<file path="src/rtl/mem_port_arbiter.sv">
// Two-port round-robin front end for the SRAM controller. It issues one command at a
// time, returns read data after RD_LAT cycles, and grants nothing while BIST owns the array.
module mem_port_arbiter #(
  parameter int RD_LAT = 1,
  parameter int AW     = 16,
  parameter int DW     = 8
) (
  input  logic          CLK,
  input  logic          RSTN,
  input  logic          P0_REQ,
  input  logic          P0_WE,
  input  logic [AW-1:0] P0_ADDR,
  input  logic [DW-1:0] P0_WDATA,
  output logic          P0_ACK,
  output logic          P0_RVALID,
  output logic [DW-1:0] P0_RDATA,
  input  logic          P1_REQ,
  input  logic          P1_WE,
  input  logic [AW-1:0] P1_ADDR,
  input  logic [DW-1:0] P1_WDATA,
  output logic          P1_ACK,
  output logic          P1_RVALID,
  output logic [DW-1:0] P1_RDATA,
  input  logic          BIST_EN,
  input  logic [DW-1:0] ODATA,
  output logic [AW-1:0] ADDR,
  output logic          CE,
  output logic          CSB,
  output logic          WEB,
  output logic          OEB,
  output logic [DW-1:0] IDATA,
  output logic          BUSY
);
  typedef enum logic [1:0] {IDLE, CMD, RWAIT, RESP} state_t;
  localparam logic [2:0] LAT = 3'(RD_LAT);

  state_t     state;
  logic       last_grant;
  logic       owner;
  logic       op_we;
  logic [2:0] wait_cnt;
  logic       pick_p1;

  // Port1 wins when it requests alone, or on a tie when port0 held the last grant.
  always_comb pick_p1 = P1_REQ && (!P0_REQ || !last_grant);

  always_ff @(posedge CLK or negedge RSTN) begin
    if (!RSTN) begin
      state      <= IDLE;
      last_grant <= 1'b1;
      owner      <= 1'b0;
      op_we      <= 1'b0;
      wait_cnt   <= 3'd0;
      P0_ACK     <= 1'b0;
      P1_ACK     <= 1'b0;
      P0_RVALID  <= 1'b0;
      P1_RVALID  <= 1'b0;
      P0_RDATA   <= '0;
      P1_RDATA   <= '0;
      ADDR       <= '0;
      IDATA      <= '0;
      CE         <= 1'b0;
      CSB        <= 1'b1;
      WEB        <= 1'b1;
      OEB        <= 1'b1;
      BUSY       <= 1'b0;
    end else begin
      P0_ACK    <= 1'b0;
      P1_ACK    <= 1'b0;
      P0_RVALID <= 1'b0;
      P1_RVALID <= 1'b0;
      CE        <= 1'b0;
      CSB       <= 1'b1;
      WEB       <= 1'b1;
      OEB       <= 1'b1;
      case (state)
        IDLE: begin
          if (!BIST_EN && (P0_REQ || P1_REQ)) begin
            owner      <= pick_p1;
            last_grant <= pick_p1;
            op_we      <= pick_p1 ? P1_WE : P0_WE;
            ADDR       <= pick_p1 ? P1_ADDR : P0_ADDR;
            IDATA      <= pick_p1 ? P1_WDATA : P0_WDATA;
            P0_ACK     <= !pick_p1;
            P1_ACK     <= pick_p1;
            CE         <= 1'b1;
            CSB        <= 1'b0;
            WEB        <= pick_p1 ? !P1_WE : !P0_WE;
            OEB        <= pick_p1 ? P1_WE : P0_WE;
            BUSY       <= 1'b1;
            state      <= CMD;
          end
        end
        CMD: begin
          if (op_we) begin
            BUSY  <= 1'b0;
            state <= IDLE;
          end else begin
            OEB      <= 1'b0;
            wait_cnt <= 3'd1;
            state    <= RWAIT;
          end
        end
        RWAIT: begin
          // ODATA is valid in the cycle where the count reaches the latency.
          if (wait_cnt >= LAT) begin
            if (owner) begin
              P1_RDATA  <= ODATA;
              P1_RVALID <= 1'b1;
            end else begin
              P0_RDATA  <= ODATA;
              P0_RVALID <= 1'b1;
            end
            state <= RESP;
          end else begin
            OEB <= 1'b0;
            if (wait_cnt != 3'd7) wait_cnt <= wait_cnt + 3'd1;
          end
        end
        RESP: begin
          BUSY  <= 1'b0;
          state <= IDLE;
        end
        default: state <= IDLE;
      endcase
    end
  end
endmodule
</file>
<file path="config.mk">
export PLATFORM = sky130hd
export DESIGN_NAME = mem_port_arbiter
export DESIGN_NICKNAME = d
export VERILOG_FILES = /design/src/rtl/mem_port_arbiter.sv
export SDC_FILE = /design/constraint.sdc
export NUM_CORES = 1
export LEC_CHECK = 0
export ABC_AREA = 1
export BUFFER_PORTS_ARGS = -buffer_cell sky130_fd_sc_hd__buf_4
export CORE_MARGIN = 4
export CORE_UTILIZATION = 49
export CTS_BUF_LIST = sky130_fd_sc_hd__clkbuf_8
export DETAILED_ROUTE_END_ITERATION = 8
export PLACE_DENSITY = 0.82
export SYNTH_ARGS = -nofsm -noshare
export SYNTH_HDL_FRONTEND = slang
export SYNTH_SLANG_ARGS = --single-unit
</file>
<file path="constraint.sdc">
create_clock -name CLK -period 1.75 [get_ports CLK]
set_input_delay 0 -clock CLK [delete_from_list [all_inputs] [get_ports CLK]]
set_output_delay 0 -clock CLK [all_outputs]
set_load 0.01 [all_outputs]
</file>
==> flow_summary.yaml, run 1 <==
status:
  run_status: "completed"
timing:
  fin_crit_ps: 1590
  transition_time_of_the_tightest_slew_check_pin_ps: 868
  final_max_slew_viol_count: 0
  fin_setup_tns_ps: 0
  finalHoldViolations: 0
  final.setup_skew_ps: 8.06
  final-setup-viol-count: 0
  period_share: 0.910
  fmaxAchievable_mhz: 628
  grt_setup_unrepaired: "no"
  slew-limit-headroom: 0.421
global_route:
  via_count_of_the_first_global_routing_pass: 2662
  globalRouteOverflowTotal: 0
  grt_pass1_wl_um: 12500
  grt_util_all_layers: 0.252
  grt_start_max_net_pins: 58
  antenna_found_initial: 0
logic_synthesis:
  synthDominantAreaCellType: "sky130_fd_sc_hd__dfrtp_1"
  synth.lib_cells_used.distinct: 20
  synth_area_leaders: "sky130_fd_sc_hd__dfrtp_1 (51%), sky130_fd_sc_hd__nand2_1 (29%), sky130_fd_sc_hd__dfstp_2 (4.0%)"
  postSynthRegisterBits: 57
  ys.warnings.count: 0
  synth_area_per_cell_sq_um: 7.95
  synth-seq-area-share: 0.550
  synth_cells: 327
  synthesis.area_sq_mm: 0.00260
  synth.top_cell.area_share: 0.510
  synth_fp_nets: 393
hold_path:
  timing.hold.worst.class: "in -> reg"
  worst_hold_depth: 4
power:
  vdd_ir_drop_max_uv: 835
  leakagePower_nw: 2.34
  post-layout-total-power_mw: 6.17
  power.density_mw_per_mm2: 1450
place:
  gp_routability_congestion: 0.778
  dp.cells: 498
  place.detailed.hpwl_um: 4530
  numPortBuffers: 111
floorplan:
  die_height_um: 80.9
  core_area_sq_mm: 0.00514
  die_w_um: 80.9
  boundaryPins: 112
  fp-row-count: 26
  initial_utilization: 0.506
  die_area_sq_mm: 0.00654
final_layout:
  finalNetCount: 565
  area_growth_syn_to_layout_pct: 64.0
  mostFrequentLayoutCells: "sky130_fd_sc_hd__nand2_1 (199), sky130_fd_sc_hd__buf_4 (114), sky130_fd_sc_hd__dlygate4sd3_1 (60)"
  instances_no_fill: 574
  drive_above_1_share: 0.290
  mostFrequentLayoutCell: "sky130_fd_sc_hd__nand2_1"
  diodes: 0
detailed_routing:
  drt_first_pass_iters: 5
  post_route_antenna_net_violation_count: 0
  finalWirelength_um: 7770
  routed_length_per_instance_um: 13.5
  drtIter0Drc: 191
  drc: 0
  drt-vias-per-instance: 4.89
  dr_total_vias: 2805
clock_network:
  h-tree-depth: 3
  cts_tree: "done"
  clock_slew_seen_by_the_registers_of_the_worst_setup_and_hold_paths_ps: 70
  cts_made_buffers: 9
  cts.sink_count: 57
  post_cts_sizing: 0
  longest_clk_path_bufs: 2
  clk_latency_ps: 320
  cts-root-buf: "sky130_fd_sc_hd__clkbuf_8"
worst_setup_path:
  r2r.worst_path.cells: 5
  crit_fanout: 2
  critical_path.startpoint_type: "flop"
  cp_data_required_time_ps: 2010
  criticalPathCategory: "reg -> reg"
  crit_arrival_ps: 1850
  critPathCaptureType: "flop"
job:
  timing.max_cap.violations: 0
-- per-layer routing --
layer  GRT usage  routed length, um  vias to the layer above
met3      0.0643                673                       16
met4       0.117                157                        0
met2       0.431               3940                      126
met1       0.295               3000                     1319
li1            -                  -                     1344
met5           0                  0                        -
-- worst max-delay path, cell delays in order, from the launching register on --
cell and delay (ps):
sky130_fd_sc_hd__dfstp_2 550, sky130_fd_sc_hd__nand2_1 80, sky130_fd_sc_hd__nand3b_1 120, sky130_fd_sc_hd__dlygate4sd3_1 580, sky130_fd_sc_hd__nand3_1 110, sky130_fd_sc_hd__nand2_1 90
-- logic make-up after synthesis --
logic type,count (synthesis),share of synthesized area
AOI/OAI and AO/OA,18,0.0356
buffers and inverters,26,0.0568
and+or+nand+nor,223,0.343
adders and majority gates,3,0.0144
DFF,57,0.550
-- final timing paths --
path / slack [ps] / startpoint / to
max: 160 / last_grant$_DFFE_PN1P_ / op_we$_DFFE_PN0P_
min: 70 / P1_REQ / WEB$_DFF_PN1_
max reg2reg: 160 / last_grant$_DFFE_PN1P_ / op_we$_DFFE_PN0P_
min reg2reg: 490 / ADDR[7]$_DFFE_PN0P_ / ADDR[7]$_DFFE_PN0P_
max in group asynchronous: 1040 / RSTN / ADDR[10]$_DFFE_PN0P_
min in group asynchronous: 260 / RSTN / wait_cnt[0]$_DFFE_PN0P_
-- area by class of cell --
| cell class | instances | area, sq um |
|---|---|---|
| clock buffers | 9 | 124 |
| clock inverters | 7 | 95.1 |
| fillers | 309 | 875 |
| inverters | 13 | 48.8 |
| multi-input cells | 244 | 1020 |
| flip-flops and latches | 57 | 1430 |
| well taps | 70 | 87.6 |
| repair buffers | 174 | 1460 |
-- per-stage QoR --
step	setup slack [ps]	area, sq um	hold slack [ps]	util
floorplan	481	2600	-296	-
finish	157	4270	65.1	0.830
global placement	275	3450	86.1	0.670
detailed placement	217	3450	92.1	0.670
CTS	204	4270	36.3	0.830
global route	15.6	4270	63.8	0.830
-- sequential cells by signal (all words and copies together) (netlist names), 3 cells and up, named ones only --
signal / cells
ADDR: 16
IDATA: 8
P0_RDATA: 8
P1_RDATA: 8
wait_cnt: 3
-- Yosys cell counts, drive strengths merged --
master  number
nand4        2
o21bai       1
inv         12
o21ai       17
dfstp        4
buf         13
dfrtp       53
nand3b       2
nand2      203
nor2        10
ha           3
clkinv       1
nand3        6
-- power by group --
part	total (mW)	internal, mW	switching [mW]
clock network	1.33	0.800	0.526
logic	2.58	1.19	1.39
registers	2.26	1.91	0.357
-- what timing repair did --
| item | CTS | global route |
|---|---|---|
| buffers inserted | 0 | 0 |
| hold buffers | 60 | 0 |
| hold endpoints to repair | 95 | 0 |
No activity file was read; power rests on OpenSTA's default activity.
==> inputs of run 2 (changes only) <==
- CELL_PAD_IN_SITES_DETAIL_PLACEMENT: unset -> 1
- CELL_PAD_IN_SITES_GLOBAL_PLACEMENT: unset -> 1
- CORE_UTILIZATION: 49 -> 34
- PLACE_DENSITY: 0.82 -> unset
- PLACE_DENSITY_LB_ADDON: unset -> 0.1
==> run 2 against run 1 <==
Register-to-register slack better by 96 ps. Non-clock buffer count stayed put. Hold slack worse by 42 ps. Setup slack better by 96 ps. Die area increased by 39%. Design area up 0.76%. Sequential share of layout area shrank 0.25 points. Critical path depth is 2 higher. Flip-flop and latch count stayed put. Global-route usage decreased by 3.3 points. Clock-buffer cell count is 1 higher. Via count fell by 2.6%. Largest cell class unchanged. Highest routed layer unchanged.
==> flow_summary.yaml, run 2 (synthesis results as in run 1) <==
floorplan:
  die_w_um: 95.5
  die_height_um: 95.5
  core_area_sq_mm: 0.00733
  initial_utilization: 0.355
  boundaryPins: 112
  fp-row-count: 31
  die_area_sq_mm: 0.00911
final_layout:
  finalNetCount: 565
  instances_no_fill: 603
  drive_above_1_share: 0.292
  largest_register: "ADDR"
  mostFrequentLayoutCell: "sky130_fd_sc_hd__nand2_1"
  diodes: 0
  fillers: 876
  largest_register_ff_count: 16
  mostFrequentLayoutCells: "sky130_fd_sc_hd__nand2_1 (199), sky130_fd_sc_hd__buf_4 (114), sky130_fd_sc_hd__dlygate4sd3_1 (59)"
  area_growth_syn_to_layout_pct: 65.2
clock_network:
  post_cts_sizing: 0
  cts_tree: "done"
  cts_made_buffers: 9
  cts.sink_count: 57
  clk_latency_ps: 350
  clock_slew_seen_by_the_registers_of_the_worst_setup_and_hold_paths_ps: 70
  longest_clk_path_bufs: 2
  cts-root-buf: "sky130_fd_sc_hd__clkbuf_8"
  h-tree-depth: 3
  cts_hold_repair_buffers: 59
  cts_setup_buffers: 0
detailed_routing:
  drtIter0Drc: 103
  routed_length_per_instance_um: 15.6
  drc: 0
  drt_first_pass_iters: 4
  post_route_antenna_net_violation_count: 0
  finalWirelength_um: 9390
  drt-vias-per-instance: 4.53
  dr_total_vias: 2733
global_route:
  grt.met2_usage: 0.417
  grt_util_all_layers: 0.219
  via_count_of_the_first_global_routing_pass: 3052
  globalRouteMet1Util: 0.227
  grt_busiest_layer: "met2"
  grt_start_max_net_pins: 58
  antenna_found_initial: 0
  gr-usage-met3: 0.0560
  globalRouteOverflowTotal: 0
  grt_pass1_wl_um: 15100
worst_setup_path:
  critPathSlowestCell: "sky130_fd_sc_hd__dfstp_2"
  cp.buffers_inverters: 1
  crit_fanout: 26
  crit_arrival_ps: 1720
  worstSetupEndpoint: "IDATA[3]$_DFFE_PN0P_"
  worst-path-stages: 7
  crit_path_cell_trace: "nand2_1 > nand2_2 > inv_2 > nand2_1 > nand2_1 > nand2_1 > nand2_1"
  criticalPathCategory: "reg -> reg"
  critical_path.startpoint_type: "flop"
  cp_data_required_time_ps: 1980
  critPathCaptureType: "flop"
  crit-reg2reg-capture: "IDATA[3]$_DFFE_PN0P_"
  critPathLaunch: "last_grant$_DFFE_PN1P_"
  reg2reg_from: "last_grant$_DFFE_PN1P_"
  worst_path_max_stage_delay_ps: 530
  r2r.worst_path.cells: 7
  path_delay_family: "simple AND/OR/NAND/NOR gates"
  crit_path_frequent_cell: "sky130_fd_sc_hd__nand2_1"
  r2r_setup_slack_ps: 250
timing:
  final.setup_skew_ps: 12.5
  period_share: 0.856
  worst_hold_slack_ps: 22.8
  transition_time_of_the_tightest_slew_check_pin_ps: 728
  final_max_slew_viol_count: 0
  finalHoldViolations: 0
  fin_setup_tns_ps: 0
  final-setup-viol-count: 0
  fmaxAchievable_mhz: 668
  fin_crit_ps: 1500
  grt_setup_unrepaired: "no"
  slew-limit-headroom: 0.515
power:
  power_switching_share: 0.384
  power.share.sequential: 0.366
  total_switching_power_mw: 2.37
  leakagePower_nw: 2.34
  pwr-share-comb: 0.428
  cell_internal_pwr_mw: 3.80
  clock_power_share: 0.206
  post-layout-total-power_mw: 6.17
  power.density_mw_per_mm2: 1440
  vdd_ir_drop_max_uv: 611
hold_path:
  timing.hold.worst.class: "in -> reg"
place:
  dp.cells: 528
  numPortBuffers: 111
  place.detailed.hpwl_um: 5610
  gp_routability_congestion: 0.719
job:
  timing.max_cap.violations: 0
status:
  run_status: "completed"
## run 2: power groups by stage
stage,logic (mW),clock network (mW),registers [mW]
2_1_floorplan,1.14,0,2.44
3_3_place_gp,2.48,0,2.25
3_5_place_dp,2.55,0,2.27
4_1_cts,2.67,1.29,2.26
5_1_grt,2.96,1.36,2.33
6_report,2.64,1.27,2.26
## run 2: final cells by class
type                       instances  area [sq um]  area share
sequential                        57          1430       0.333
clock inverter                     6          67.6      0.0157
tap                               99           124      0.0288
multi-input combinational        244          1020       0.238
timing repair buffer             174          1470       0.341
clock buffer                      10           138      0.0320
inverter                          13          48.8      0.0114
## run 2: worst min-delay path by stage
stage | startpoint | endpoint | slack [ps] | depth (start not counted)
6_report | P1_REQ | WEB$_DFF_PN1_ | 20 | 3
5_1_grt | P1_REQ | WEB$_DFF_PN1_ | 10 | 3
4_1_cts | P1_REQ | WEB$_DFF_PN1_ | 20 | 3
3_5_place_dp | RSTN | wait_cnt[0]$_DFFE_PN0P_ | 110 | 1
3_3_place_gp | RSTN | wait_cnt[0]$_DFFE_PN0P_ | 110 | 1
2_1_floorplan | RSTN | ADDR[0]$_DFFE_PN0P_ | -300 | 0
## run 2: through the flow
stage | utilization | setup slack, ps | cell area [sq um]
6_report | 0.586 | 252 | 4300
5_1_grt | 0.586 | 98.4 | 4300
4_1_cts | 0.586 | 233 | 4300
3_5_place_dp | 0.478 | 244 | 3500
3_3_place_gp | 0.478 | 300 | 3500
2_1_floorplan | - | 481 | 2600
## run 2: worst register-to-register path: cells and delay by family (launching register included)
kind	cells	cell delay (ps)
buf+inv	1	240
flops	1	530
simple gates	6	620
## run 2: layer usage
layer	vias to the layer above	routed length, um
met5	-	0
met4	0	209
met3	18	534
li1	1340	-
met2	77	5150
met1	1298	3490
==> inputs of run 3 (changes only) <==
- CORE_ASPECT_RATIO: unset -> 0.8
- SLEW_MARGIN: unset -> 20
==> run 3 against run 2 <==
Critical path depth unchanged. Flip-flop and latch count unchanged. Utilization decreased by 0.56 points. Sequential power about the same. Sequential share of layout area decreased by 0.12 points. Clock-buffer cell count increased by 3. Critical endpoint is now ADDR[0]$_DFFE_PN0P_. Largest power group unchanged.
==> flow_summary.yaml, run 3 (synthesis results as in run 1) <==
status:
  run_status: "completed"
final_layout:
  finalNetCount: 566
  instances_no_fill: 610
  mostFrequentLayoutCells: "sky130_fd_sc_hd__nand2_1 (199), sky130_fd_sc_hd__buf_4 (116), sky130_fd_sc_hd__dlygate4sd3_1 (59)"
  sequential_cell_area_sq_mm: 0.00143
  layout.core_utilization: 0.581
  largest_register_ff_count: 16
  mostFrequentLayoutCell: "sky130_fd_sc_hd__nand2_1"
  drive_above_1_share: 0.291
  largest_register: "ADDR"
  multiInputGateArea_sq_mm: 0.00102
  fillers: 891
  diodes: 0
  area_growth_syn_to_layout_pct: 65.8
detailed_routing:
  finalWirelength_um: 9170
  drtIter0Drc: 47
  drt_first_pass_iters: 4
  routed_length_per_instance_um: 15.0
  post_route_antenna_net_violation_count: 0
  dr_total_vias: 2731
  drt-vias-per-instance: 4.48
  drc: 0
clock_network:
  h-tree-depth: 3
  cts_made_buffers: 9
  cts_tree: "done"
  cts.sink_count: 57
  post_cts_sizing: 0
  clk_latency_ps: 330
  clock_slew_seen_by_the_registers_of_the_worst_setup_and_hold_paths_ps: 60
  cts-root-buf: "sky130_fd_sc_hd__clkbuf_8"
  longest_clk_path_bufs: 2
timing:
  transition_time_of_the_tightest_slew_check_pin_ps: 730
  fin_setup_tns_ps: 0
  slew-limit-headroom: 0.513
  finalHoldViolations: 0
  grt_setup_unrepaired: "no"
  final-setup-viol-count: 0
  final_max_slew_viol_count: 0
  fmaxAchievable_mhz: 682
  final.setup_skew_ps: 6.71
  period_share: 0.838
  fin_crit_ps: 1470
  setup_slack_ps: 283
global_route:
  grt_pass1_wl_um: 14800
  grt_start_max_net_pins: 58
  antenna_found_initial: 0
  via_count_of_the_first_global_routing_pass: 2981
  grt_util_all_layers: 0.206
  globalRouteOverflowTotal: 0
place:
  numPortBuffers: 111
  dp.cells: 535
  gp_routability_congestion: 0.764
  place.detailed.hpwl_um: 5740
  pre_cts_ws_ps: 288
floorplan:
  die_height_um: 86.2
  die_area_sq_mm: 0.00912
  boundaryPins: 112
  fp-row-count: 28
  initial_utilization: 0.350
  die_w_um: 106
  core_area_sq_mm: 0.00743
worst_setup_path:
  crit_path_cell_trace: "nand2_1 > nand2_2 > inv_2 > nand2_1 > nand2_1 > nand2_1 > nand2_1"
  critPathLaunch: "last_grant$_DFFE_PN1P_"
  critPathSlowestCell: "sky130_fd_sc_hd__dfstp_2"
  criticalPathCategory: "reg -> reg"
  crit_fanout: 26
  reg2reg_from: "last_grant$_DFFE_PN1P_"
  crit_path_frequent_cell: "sky130_fd_sc_hd__nand2_1"
  worst_path_max_stage_delay_ps: 530
  crit_arrival_ps: 1680
  critical_path.startpoint_type: "flop"
  cp_data_required_time_ps: 1960
  critPathCaptureType: "flop"
power:
  vdd_ir_drop_max_uv: 761
  power.density_mw_per_mm2: 1440
  post-layout-total-power_mw: 6.23
  leakagePower_nw: 2.36
hold_path:
  timing.hold.worst.class: "in -> reg"
  timing.hold.worst.start: "P1_REQ"
job:
  timing.max_cap.violations: 0
run 3: cell count changes in the layout (fill, tap and decap cells not counted):
cell / change
sky130_fd_sc_hd__clkbuf_8: +3
sky130_fd_sc_hd__buf_4: +2
sky130_fd_sc_hd__clkinv_4: -2
sky130_fd_sc_hd__clkinvlp_4: -2
sky130_fd_sc_hd__buf_12: -1
sky130_fd_sc_hd__inv_1: +1
run 3: worst paths after layout:
kind | slack [ps] | endpoint | cells after the start
worst max-delay path | 280 | ADDR[0]$_DFFE_PN0P_ | 7
worst min-delay path | 30 | WEB$_DFF_PN1_ | 3
worst max register to register | 280 | ADDR[0]$_DFFE_PN0P_ | 7
worst min register to register | 470 | last_grant$_DFFE_PN1P_ | 2
max in group asynchronous | 980 | ADDR[0]$_DFFE_PN0P_ | 2
min in group asynchronous | 260 | IDATA[2]$_DFFE_PN0P_ | 2
run 3: cell type report:
class                      count  share of cell area
timing repair buffer         175               0.339
sequential                    57               0.332
multi-input combinational    244               0.237
clock buffer                  13              0.0415
tap                          105              0.0305
inverter                      13              0.0113
clock inverter                 3             0.00899
run 3: worst max-delay path: cells and delay by family (launching register included):
kind,cells,cell delay [ps]
buffers and inverters,1,240
flip-flops,1,530
AND/OR/NAND/NOR,6,580
run 3: what timing repair did:
| item | in CTS | in global routing |
|---|---|---|
| endpoints found under the hold margin | 94 | 0 |
| hold buffers | 59 | 0 |
| buffers inserted | 0 | 0 |
run 3: layer usage:
| metal | vias to the layer above | global-route usage | part of all wire |
|---|---|---|---|
| li1 | 1342 | - | - |
| met1 | 1297 | 0.246 | 0.43 |
| met2 | 76 | 0.360 | 0.49 |
| met5 | - | 0 | 0 |
| met3 | 16 | 0.0678 | 0.057 |
| met4 | 0 | 0.0600 | 0.018 |
run 3: through the flow:
step / cell area [sq um] / hold WS, ps
6_report: 4310 / 25.9
5_1_grt: 4310 / 49.1
4_1_cts: 4310 / 9.53
3_5_place_dp: 3500 / 114
3_3_place_gp: 3500 / 110
2_1_floorplan: 2600 / -296
run 3: power breakdown:
part	total [mW]	internal (mW)	leakage (nW)	switching, mW
combinational	2.65	1.19	1.53	1.46
sequential	2.25	1.91	0.707	0.349
clock	1.33	0.806	0.117	0.521
